File: src/rtl/rom_read_arbiter.sv
// ----------------------------------------------------------------------------
// rom_read_arbiter
// Shares one registered-read, single-port ROM (active-low chip select, one
// cycle read latency) between two read requesters.
//
// Arbitration and handshake:
// - Arbitration is round-robin on a req/ack handshake.
// - A requester holds req with a stable address until its one-cycle ack.
// - Read data and the out-of-range flag are registered per port.
// - Each port's data and flag hold until that port's next ack.
//
// Out-of-range and ack-cycle behaviour:
// - Out-of-range addresses are answered with err=1 and zero data.
// - Such requests never assert the ROM chip select.
// - The IDLE state overlaps the ack cycle.
// - The port being acknowledged is masked from arbitration for that cycle.
// - A waiting request from the other port therefore wins immediately.
// ----------------------------------------------------------------------------
module rom_read_arbiter #(
    parameter int ADDR_WIDTH = 16,
    parameter int DATA_WIDTH = 32,
    parameter int DEPTH      = 16
) (
    input  logic                  clk,
    input  logic                  reset,
    input  logic                  req0,
    input  logic [ADDR_WIDTH-1:0] addr0,
    output logic                  ack0,
    output logic [DATA_WIDTH-1:0] rdata0,
    output logic                  err0,
    input  logic                  req1,
    input  logic [ADDR_WIDTH-1:0] addr1,
    output logic                  ack1,
    output logic [DATA_WIDTH-1:0] rdata1,
    output logic                  err1,
    output logic                  rom_cs_n,
    output logic [ADDR_WIDTH-1:0] rom_addr,
    input  logic [DATA_WIDTH-1:0] rom_data
);

    typedef enum logic [1:0] {
        S_IDLE = 2'd0,
        S_READ = 2'd1,
        S_WAIT = 2'd2
    } state_t;

    // One extra bit so that DEPTH == 2**ADDR_WIDTH is representable and the
    // range test becomes "never out of range".
    localparam logic [ADDR_WIDTH:0] DEPTH_W = (ADDR_WIDTH + 1)'(DEPTH);

    state_t                  r_state;
    state_t                  w_next_state;
    logic                    r_gnt;        // port owning the current access
    logic                    r_last;       // port granted most recently
    logic                    r_bad;        // current access is out of range
    logic [ADDR_WIDTH-1:0]   r_rom_addr;
    logic                    r_ack0;
    logic                    r_ack1;
    logic [DATA_WIDTH-1:0]   r_rdata0;
    logic [DATA_WIDTH-1:0]   r_rdata1;
    logic                    r_err0;
    logic                    r_err1;

    logic                    w_elig0;
    logic                    w_elig1;
    logic                    w_grant;
    logic                    w_gnt_id;
    logic [ADDR_WIDTH-1:0]   w_gnt_addr;
    logic                    w_gnt_bad;
    logic                    w_rom_cs_n;

    // Round-robin grant decision, only meaningful while IDLE.
    always_comb begin
        w_elig0  = req0 & ~r_ack0;
        w_elig1  = req1 & ~r_ack1;
        w_grant  = 1'b0;
        w_gnt_id = 1'b0;
        if (r_state == S_IDLE) begin
            if (w_elig0 && w_elig1) begin
                w_grant  = 1'b1;
                w_gnt_id = ~r_last;
            end else if (w_elig0) begin
                w_grant  = 1'b1;
                w_gnt_id = 1'b0;
            end else if (w_elig1) begin
                w_grant  = 1'b1;
                w_gnt_id = 1'b1;
            end else begin
                w_grant  = 1'b0;
                w_gnt_id = 1'b0;
            end
        end else begin
            w_grant  = 1'b0;
            w_gnt_id = 1'b0;
        end
        w_gnt_addr = w_gnt_id ? addr1 : addr0;
        w_gnt_bad  = ({1'b0, w_gnt_addr} >= DEPTH_W);
    end

    // FSM state register.
    always_ff @(posedge clk) begin
        if (reset) begin
            r_state <= S_IDLE;
        end else begin
            r_state <= w_next_state;
        end
    end

    // FSM next-state: out-of-range grants skip the ROM access entirely.
    always_comb begin
        w_next_state = S_IDLE;
        case (r_state)
            S_IDLE: begin
                if (w_grant) begin
                    w_next_state = w_gnt_bad ? S_WAIT : S_READ;
                end else begin
                    w_next_state = S_IDLE;
                end
            end
            S_READ:  w_next_state = S_WAIT;
            S_WAIT:  w_next_state = S_IDLE;
            default: w_next_state = S_IDLE;
        endcase
    end

    // FSM outputs: the ROM is selected only during READ.
    always_comb begin
        w_rom_cs_n = 1'b1;
        case (r_state)
            S_READ:  w_rom_cs_n = 1'b0;
            S_IDLE:  w_rom_cs_n = 1'b1;
            S_WAIT:  w_rom_cs_n = 1'b1;
            default: w_rom_cs_n = 1'b1;
        endcase
    end

    // Grant bookkeeping, ROM address, and per-port completion registers.
    always_ff @(posedge clk) begin
        if (reset) begin
            r_gnt      <= 1'b0;
            r_last     <= 1'b1;
            r_bad      <= 1'b0;
            r_rom_addr <= {ADDR_WIDTH{1'b0}};
            r_ack0     <= 1'b0;
            r_ack1     <= 1'b0;
            r_rdata0   <= {DATA_WIDTH{1'b0}};
            r_rdata1   <= {DATA_WIDTH{1'b0}};
            r_err0     <= 1'b0;
            r_err1     <= 1'b0;
        end else begin
            r_ack0 <= 1'b0;
            r_ack1 <= 1'b0;
            if (w_grant) begin
                r_gnt      <= w_gnt_id;
                r_last     <= w_gnt_id;
                r_rom_addr <= w_gnt_addr;
                r_bad      <= w_gnt_bad;
            end
            if (r_state == S_WAIT) begin
                if (r_gnt == 1'b0) begin
                    r_ack0   <= 1'b1;
                    r_rdata0 <= r_bad ? {DATA_WIDTH{1'b0}} : rom_data;
                    r_err0   <= r_bad;
                end else begin
                    r_ack1   <= 1'b1;
                    r_rdata1 <= r_bad ? {DATA_WIDTH{1'b0}} : rom_data;
                    r_err1   <= r_bad;
                end
            end
        end
    end

    assign ack0     = r_ack0;
    assign rdata0   = r_rdata0;
    assign err0     = r_err0;
    assign ack1     = r_ack1;
    assign rdata1   = r_rdata1;
    assign err1     = r_err1;
    assign rom_cs_n = w_rom_cs_n;
    assign rom_addr = r_rom_addr;

endmodule

File: config.mk
export PLATFORM = sky130hd
export DESIGN_NAME = rom_read_arbiter
export DESIGN_NICKNAME = d
export VERILOG_FILES = /design/src/rtl/rom_read_arbiter.sv
export SDC_FILE = /design/constraint.sdc
export NUM_CORES = 1
export LEC_CHECK = 0
export ABC_AREA = 0
export CELL_PAD_IN_SITES_DETAIL_PLACEMENT = 1
export CELL_PAD_IN_SITES_GLOBAL_PLACEMENT = 2
export CORE_MARGIN = 4
export CORE_UTILIZATION = 24
export DETAILED_ROUTE_END_ITERATION = 10
export GPL_TIMING_DRIVEN = 0
export PLACE_DENSITY_LB_ADDON = 0.3
export SLEW_MARGIN = 20
export SYNTH_ARGS = -nofsm -noshare
export SYNTH_HDL_FRONTEND = slang
export SYNTH_SLANG_ARGS = --single-unit
File: constraint.sdc
create_clock -name clk -period 4.6 [get_ports clk]
set_input_delay 0.92 -clock clk [delete_from_list [all_inputs] [get_ports clk]]
set_output_delay 0.92 -clock clk [all_outputs]
set_load 0.01 [all_outputs]
==> run summary <==
Worst slew margin: 61.2%
post-synthesis average cell area: 8.15 µm²
R2R setup slack: 2.83 ns
Reg clk slew, reported paths: 0.06 ns
P_leak: 1.95 nW
FFs w/ async S/R, synth: 0%
vias in the first global route: 3690
maximum number of pins on one net before global-route repair: 15
Tot GR Track Use: 14.9%
Max-Cap Viols: 0
endpoint class of the critical path: flop
final setup fails: 0
cell with the most instances after synthesis: nand2_1
IR Drop Worst-Case VDD: 0.000170 V
Pwr Density: 346 nW/µm²
setup ws final: 2.21 ns
period utilization: 51.9%
WL final: 12300 µm
Final nets: 661
Data required, critical path: 4.80 ns
CP delay by family, top: compound AO/OA/AOI/OAI gates
ANT cells: 0
fin. max-slew vios: 0
CTS Buffer Depth: 2
global route overflow: 0
Post-DP Area: 5250 µm²
Fill cells: 1729
Syn. warnings: 0
sequential fraction of the synthesis area: 50.7%
root buf cell: clkbuf_16
worst r2r src: r_state[1]
Top Ports: 153
CP Launch Point: addr0[14]
reg2reg path depth: 5
drt initial violations: 96
# rows: 43
Port-buffer cells: 151
Worst-Margin Slew: 0.582 ns
TritonCTS clock tree: done
WL/cell: 15.8 µm
Cells after Synth: 431
clock skew: 0.00706 ns
DPL Wire Length: 9540 µm
die height: 129 µm
#FFs+latches synth: 89
final core occ: 39.4%
endpoint of the worst setup timing path: r_state[1]
detailed-route via count: 3517
DIE WIDTH: 129 µm
Period minus WS final: 2.39 ns
wire length of the first global-routing pass: 19300 µm
htree depth: 3
Net Sw Frac: 25.9%
pre-CTS WS: 1.83 ns
synthesized cell area: 3510 µm²
post-CTS setup buffer count: 0
final hold violations: 0
Vias/cell: 4.52
crit path cell chain: clkdlybuf4s50_1 > or4_1 > a2111o_1 > o211ai_1 > a211oi_1
WP buf/inv: 1
die area: 16600 µm²
DRC viols: 0
final antenna-violating net count: 0
post-synth cell types: 26
DRT Pass-1 Iters: 4
RePlAce Congestion: 0.754
TritonCTS Buffers: 9
RSZ-0062 raised after global routing: no
design area: 5550 µm²
worst reg2reg endpoint: rdata0[22]
Yosys top cell area share: 50.7%
Critical Path Source Type: input pin
EDFF count, synth: 0
Core Box Area: 14100 µm²
Post-synth top cells: nand2_1 (134), dfxtp_1 (89), a21oi_1 (68)
sequential share of power: 43.7%
dominant synthesized flop cell: dfxtp_1
Slowest-stage cell, CP: or4_1
worst skew pair latency: 0.34 ns
internal power: 0.00142 W
CTS Sinks: 89
crit path kind: input pin to flop
total power: 0.00192 W
max incr delay on CP: 0.54 ns
CTS Hold Bufs: 0
Post-Synthesis Net Count: 499
setup TNS: 0 ns
Hold Crit Class: flop to flop
Post-CTS Resized: 0
Starting Density: 24.9%
critical path peak fanout: 2
Synth area leader: dfxtp_1
Switch Pwr: 0.000497 W
Combinational Power Share: 17.9%
FMAX: 0.419 GHz
synth top area cells: dfxtp_1 (51%), nand2_1 (14%), a21oi_1 (9.7%), nor2b_1 (6.1%), mux2i_1 (4.6%)
cell depth of the worst setup path: 5
proportion of layout cells with a drive suffix above 1: 3.34%
initial antenna violation count: 0
CP arrival: 2.59 ns
run status: finished clean
Area Overhead vs Synth: 57.9%
part of the power in the clock network: 38.5%
==> worst min-delay path, cell delays in order (launching register included) <==
cell and delay [ns]:
dfxtp_1 0.31, nand2_1 0.05, a21oi_1 0.05
==> cell usage in the layout, fill, tap and decap left out, drive strengths merged <==
cell             n
inv              1
and3             1
buf              2
bufinv           1
or4              3
a2111o           1
nand2          135
o211ai           1
nor4             3
clkbuf          41
a211oi          17
mux2i           16
nor4b            1
nand3b           2
dfxtp           89
clkinv           3
a221o            1
nor2b           34
o21a             2
o21ai            1
nor2            19
nand3            2
nor3b            1
nor3             1
a21oi           68
clkdlybuf4s50  151
nand2b           1
==> through the flow <==
stage	instances	hold WS [ns]
floorplan	431	0.456
global placement	762	0.443
detailed placement	762	0.449
CTS	778	0.458
global route	778	0.473
finish	778	0.454
==> worst min-delay path by stage <==
stage | start | endpoint | cells after the start
finish | rdata1[7] | rdata1[7] | 2
global route | rdata0[25] | rdata0[25] | 2
CTS | rdata1[20] | rdata1[20] | 2
detailed placement | rdata1[20] | rdata1[20] | 2
global placement | rdata1[19] | rdata1[19] | 2
floorplan | r_last | r_last | 1
==> layout make-up <==
type | count | area [µm²] | share of cell area [%]
tap | 180 | 225 | 4.06
sequential | 89 | 1780 | 32.1
multi-input combinational | 310 | 1600 | 28.8
timing repair buffer | 151 | 1510 | 27.2
buffer | 31 | 128 | 2.30
clock inverter | 4 | 52.6 | 0.947
inverter | 1 | 3.75 | 0.0676
clock buffer | 12 | 246 | 4.44
==> power by group through the flow <==
stage / clock network (W) / logic [W] / registers, W
4_1_cts: 0.000762 / 0.000351 / 0.000840
3_3_place_gp: 0 / 0.000343 / 0.000856
5_1_grt: 0.000801 / 0.000378 / 0.000845
6_report: 0.000738 / 0.000343 / 0.000839
2_1_floorplan: 0 / 0.000142 / 0.000869
3_5_place_dp: 0 / 0.000349 / 0.000857
==> per-layer routing <==
| layer | track usage (%) | wire [µm] | up-vias | part of all wire [%] |
|---|---|---|---|---|
| li1 | - | - | 1750 | - |
| met1 | 17.9 | 5310 | 1656 | 43 |
| met2 | 24.7 | 5960 | 101 | 48 |
| met3 | 5.06 | 881 | 10 | 7.2 |
| met4 | 5.44 | 149 | 0 | 1.2 |
| met5 | 0 | 0 | - | 0 |
==> sequential cells by signal, indices dropped and copies added, names as in the netlist <==
register and cells:
rom_addr 16, ack1 1, rdata1 32, r_bad 1, err1 1, r_last 1
r_gnt 1, rdata0 32, r_state 2, err0 1, ack0 1
==> logic make-up after synthesis <==
kind of cell / count (synthesis) / synth area share [%]
buffers and inverters: 32 / 3.74
and+or+nand+nor: 203 / 26.3
AOI/OAI and AO/OA: 91 / 14.7
muxes: 16 / 4.56
DFF: 89 / 50.7
No activity file was read; power rests on OpenSTA's default activity.
==> edit 1, RTL diff (same flow settings) <==
Change the parameter `ADDR_WIDTH` from 16 to 17.
--- a/src/rtl/rom_read_arbiter.sv
+++ b/src/rtl/rom_read_arbiter.sv
@@ -17,7 +17,7 @@
 // - A waiting request from the other port therefore wins immediately.
 // ----------------------------------------------------------------------------
 module rom_read_arbiter #(
-    parameter int ADDR_WIDTH = 16,
+    parameter int ADDR_WIDTH = 17,
     parameter int DATA_WIDTH = 32,
     parameter int DEPTH      = 16
 ) (
Ports: changed (resized addr0, addr1 and rom_addr); port bits go from 153 to 156. No check against the original RTL was run, so the function may have changed too.
==> edit 1 against the unedited design <==
- count of clock-buffer cells in the layout grew 2
- area after synthesis grew 1.5%
- cell area grew 1.3%
- routed wire length grew 1.0%
- first-iteration DRC count shrank 8.3%
- total power grew 5.5%
- combinational power grew 29%
- sequential cell count grew 1
- sequential share of layout area shrank 0.065 points
- largest power group unchanged
- setup slack lost 170 ps
- clock power shrank 3.3%
==> edit 1: results (changes against the unedited design) <==
stage,metric,value,unit,change
clocking,clk slew on worst S/H paths,70,ps,
clocking,CTS Buffer Depth,2,,unchanged
synthesis,Ys Warns,0,,unchanged
route,drt pass-1 iters,4,,unchanged
worst_setup_path,critical path startpoint,req0,,
clocking,root buf cell,clkbuf_16,,
placement,PortBufs,154,,+2.0%
worst_hold_path,worst hold stages,2,,unchanged
synthesis,syn nets,509,,+2.0%
timing,fin crit period,2560,ps,+170 ps
placement,Detail Placement HPWL,9530,um,about the same
worst_setup_path,Worst Reg-to-Reg Cells,5,,unchanged
worst_setup_path,Reg-to-Reg End,rom_addr[12]$_SDFFE_PP0P_,,
cells_and_area,Nets,674,,+2.0%
global_routing,GRT Total Usage,0.149,,+0.000473
worst_setup_path,worst-path fanout max,10,,+8
cells_and_area,ratio of cells with drive above 1 in the final layout,0.0345,,+0.00104
clocking,post_cts resized,0,,unchanged
clocking,# H-tree levels,3,,unchanged
synthesis,main area contributors after synthesis,"dfxtp_1 51%, nand2_1 14%, a21oi_1 9.4%, nor2b_1 5.6%, mux2i_1 4.8%",,
global_routing,largest net degree at the start of global routing,14,,-1
route,1st-iter DRT viols,88,,-8.3%
worst_setup_path,worst setup path class,primary input to register,,
clocking,"Setup Fix Bufs, Post-CTS",0,,unchanged
worst_hold_path,HP Class,register to register,,
synthesis,Synth cell types,26,,unchanged
worst_setup_path,R2R setup slack,2690,ps,-140 ps
power_and_ir_drop,Peak VDD IR,0.186,mV,+9.5%
power_and_ir_drop,Sw Share,0.277,,+0.0182
timing,Clock Skews,4.29,ps,-2.77 ps
placement,Final Wtd Congestion,0.777,,+3.1%
global_routing,first-pass GRT wire length,19500,um,+1.3%
route,drt total wl,12400,um,+1.0%
global_routing,initial antenna violation count,0,,unchanged
global_routing,vias in the first global route,3787,,+2.6%
worst_setup_path,Reg2Reg Launch Point,ack0$_SDFF_PP0_,,
worst_setup_path,critical path arrival,2760,ps,+170 ps
timing,actual slew at the worst max-slew pin,807,ps,+225 ps
clocking,CTS Buf Count,9,,unchanged
cells_and_area,diodes inserted,0,,unchanged
route,vias per inst,4.48,,-0.80%
synthesis,async set or reset register ratio after synthesis,0,,unchanged
run_status,status,"complete, no violations",,
power_and_ir_drop,Leak Pwr,2.00,nW,+2.2%
placement,Place WS,1710,ps,-118 ps
synthesis,"Seq/Total Area, Yosys",0.505,,-0.00204
route,"antenna viol nets, final",0,,unchanged
clocking,"Clk Latency, worst-skew pair",340,ps,about the same
synthesis,most frequent cells after synthesis,"132 x nand2_1, 90 x dfxtp_1, 67 x a21oi_1",,
[edit 1: critical path, stage by stage]
cell and delay (ps):
clkdlybuf4s50_1 470, nand2b_1 60, a211oi_1 340, clkbuf_1 390, clkbuf_1 430, a211oi_1 140
[edit 1: area by class of cell]
cell class                      count  area, um^2
Fill cell                        1746        8910
Sequential cell                    90        1800
Multi-Input combinational cell    314        1610
Timing Repair Buffer              154        1540
Clock buffer                       14         274
Tap cell                          184         230
Buffer                             34         154
Clock inverter                      2        10.0
Inverter                            1        3.75
[edit 1: per-layer routing]
layer	vias to the layer above	GRT usage	part of all wire
met5	-	0	0
met4	0	0.0623	0.024
met3	18	0.0323	0.043
met2	85	0.261	0.50
met1	1670	0.177	0.43
li1	1783	-	-
[edit 1: worst min path at each step]
stage,end,from,slack [ps]
after global placement,rdata1[26]$_SDFFE_PP0P_,rdata1[26]$_SDFFE_PP0P_,440
after CTS,rdata1[14]$_SDFFE_PP0P_,rdata1[14]$_SDFFE_PP0P_,460
after global routing,rdata1[14]$_SDFFE_PP0P_,rdata1[14]$_SDFFE_PP0P_,480
after detailed placement,rdata1[14]$_SDFFE_PP0P_,rdata1[14]$_SDFFE_PP0P_,450
final,rdata1[14]$_SDFFE_PP0P_,rdata1[14]$_SDFFE_PP0P_,450
after floorplan,r_last$_SDFFE_PP1P_,r_last$_SDFFE_PP1P_,440
[edit 1: stage by stage]
step | instance area (um^2) | hold slack, ps | instances | utilization
finish | 5620 | 454 | 793 | 0.387
detailed placement | 5340 | 447 | 777 | 0.367
global route | 5620 | 477 | 793 | 0.387
CTS | 5620 | 456 | 793 | 0.387
global placement | 5340 | 443 | 777 | 0.367
floorplan | 3570 | 442 | 439 | -
[edit 1: power by group through the flow]
stage	sequential, W	combinational [W]	clock (W)
global placement	0.000886	0.000445	0
detailed placement	0.000889	0.000450	0
floorplan	0.000905	0.000193	0
global route	0.000878	0.000489	0.000766
CTS	0.000872	0.000453	0.000742
finish	0.000870	0.000442	0.000714
[edit 1: cells by family (layout without fill, tap and decap cells)]
logic type             Yosys count  in the layout  share of synthesized area
AO/OA/AOI/OAI                   87             87                      0.136
buffers and inverters           35            205                     0.0442
flip-flops                      90             90                      0.505
multiplexers                    18             18                     0.0519
AND/OR/NAND/NOR                209            209                      0.263
==> edit 2, RTL diff (same settings) <==
Made on the original files. Make the reset (`reset`) asynchronous in 2 clocked blocks.
--- a/src/rtl/rom_read_arbiter.sv
+++ b/src/rtl/rom_read_arbiter.sv
@@ -98,7 +98,7 @@
     end
 
     // FSM state register.
-    always_ff @(posedge clk) begin
+    always_ff @(posedge clk or posedge reset) begin
         if (reset) begin
             r_state <= S_IDLE;
         end else begin
@@ -135,7 +135,7 @@
     end
 
     // Grant bookkeeping, ROM address, and per-port completion registers.
-    always_ff @(posedge clk) begin
+    always_ff @(posedge clk or posedge reset) begin
         if (reset) begin
             r_gnt      <= 1'b0;
             r_last     <= 1'b1;
Behaviour: differs if reset is asserted again (counterexample within 4 cycles, from zero or initial values and one cycle with reset high); with reset held inactive, the same outputs for 10 cycles.
==> edit 2 against the unedited design <==
- sequential cell count is the same
- synthesized cell count decreased by 18%
- cell area grew 4.1%
- setup slack better by 48 ps
- area after synthesis up 3.8%
- routed wire length down 2.0%
- critical path type is now register to output pin
- largest cell class unchanged
Power is not compared: it rests on default switching activity, and its combinational part moved more than twofold at a synthesized area within 25%.
==> edit 2: results (changes against the unedited design) <==
stage,metric,value,unit,change
run_status,status,"complete, no violations",,
placement,Cells after DPL,692,,-9.2%
route,Met2 Routed Length,5930,um,-0.47%
synthesis,async set or reset register ratio after synthesis,1.00,,+1.00
worst_setup_path,critical path startpoint,r_state[1]$_DFF_PP0_,,
synthesis,"Seq/Total Area, Yosys",0.611,,+0.104
global_routing,met1 global-route usage,0.171,,-0.00755
cells_and_area,Nets,587,,-11%
route,1st-iter DRT viols,113,,+18%
cells_and_area,Buffers excl. clock,176,,-3.3%
route,Via Count,3141,,-11%
worst_setup_path,critical path arrival,1420,ps,-1170 ps
clocking,clk slew on worst S/H paths,60,ps,about the same
worst_setup_path,Worst Reg-to-Reg Cells,6,,+1
cells_and_area,Data buffer area share,0.294,,-0.00174
placement,Place WS,2130,ps,+301 ps
placement,Detail Placement HPWL,9040,um,-5.2%
cells_and_area,Multi-In Gates,240,,-23%
global_routing,met2 usage in global routing,0.243,,-0.00388
synthesis,most frequent cells after synthesis,"91 x nand2_1, 88 x dfrtp_1, 51 x o21ai_0",,
synthesis,main area contributors after synthesis,"dfrtp_1 60%, nand2_1 9.4%, o21ai_0 7.0%, nand2b_1 5.7%, mux2i_1 4.7%",,
placement,"Cell Area, Placed",5430,um^2,+3.5%
placement,Final Wtd Congestion,0.786,,+4.2%
synthesis,mean post-synth cell area,10.3,um^2,+26%
cells_and_area,# fillers,1636,,-5.4%
timing,Hold Slack,460,ps,+5.36 ps
worst_hold_path,sink of the worst hold path,r_last$_DFFE_PP1P_,,
cells_and_area,Clock buf/inv share,0.0598,,+0.00588
synthesis,Synth cell types,18,,-31%
worst_hold_path,hold path start,r_last$_DFFE_PP1P_,,
global_routing,GR Util met3,0.0474,,-0.00324
worst_setup_path,Reg2Reg Launch Point,r_last$_DFFE_PP1P_,,
route,metal3 WL,826,um,-6.2%
timing,Clock Skews,7.89,ps,+0.833 ps
worst_setup_path,Worst Setup EP,rom_cs_n,,
worst_setup_path,worst-path fanout max,4,,+2
route,vias per inst,4.44,,-1.9%
synthesis,syn nets,423,,-15%
timing,fin crit share,0.508,,-0.0104
global_routing,first-pass GRT wire length,19900,um,+3.4%
global_routing,vias in the first global route,3627,,-1.7%
cells_and_area,fraction of area in multi-input gates,0.218,,-0.0701
placement,PortBufs,152,,+0.66%
floorplan,die area,17200,um^2,+3.6%
worst_setup_path,R2R setup slack,3090,ps,+260 ps
global_routing,largest net degree at the start of global routing,47,,+32
timing,Rel. slew slack,0.653,,+0.0413
## edit 2: cell types whose count changed in the layout (fill, tap and decap cells not counted), moves of 31 or more
cell / delta
nand2b_1: +32
dfrtp_1: +88
nand2_1: -43
nor2b_1: -31
o21ai_0: +50
a21oi_1: -68
dfxtp_1: -89
## edit 2: critical path, cell delays in order, from the launching register on
cell and delay, ps:
dfrtp_1 370, nand2b_1 140, clkdlybuf4s50_1 580
## edit 2: power breakdown
group          switching (W)  internal (W)  total [W]
combinational       0.000910      0.000951    0.00186
clock               0.000302      0.000545   0.000847
sequential          0.000221       0.00115    0.00137
## edit 2: cells by family (layout without fill, tap and decap cells)
| logic type | Yosys count | count (layout) | share of synthesized area |
|---|---|---|---|
| buffers and inverters | 26 | 195 | 0.0436 |
| muxes | 17 | 17 | 0.0466 |
| AOI/OAI and AO/OA | 83 | 83 | 0.121 |
| DFF | 89 | 89 | 0.611 |
| and+or+nand+nor | 140 | 140 | 0.178 |
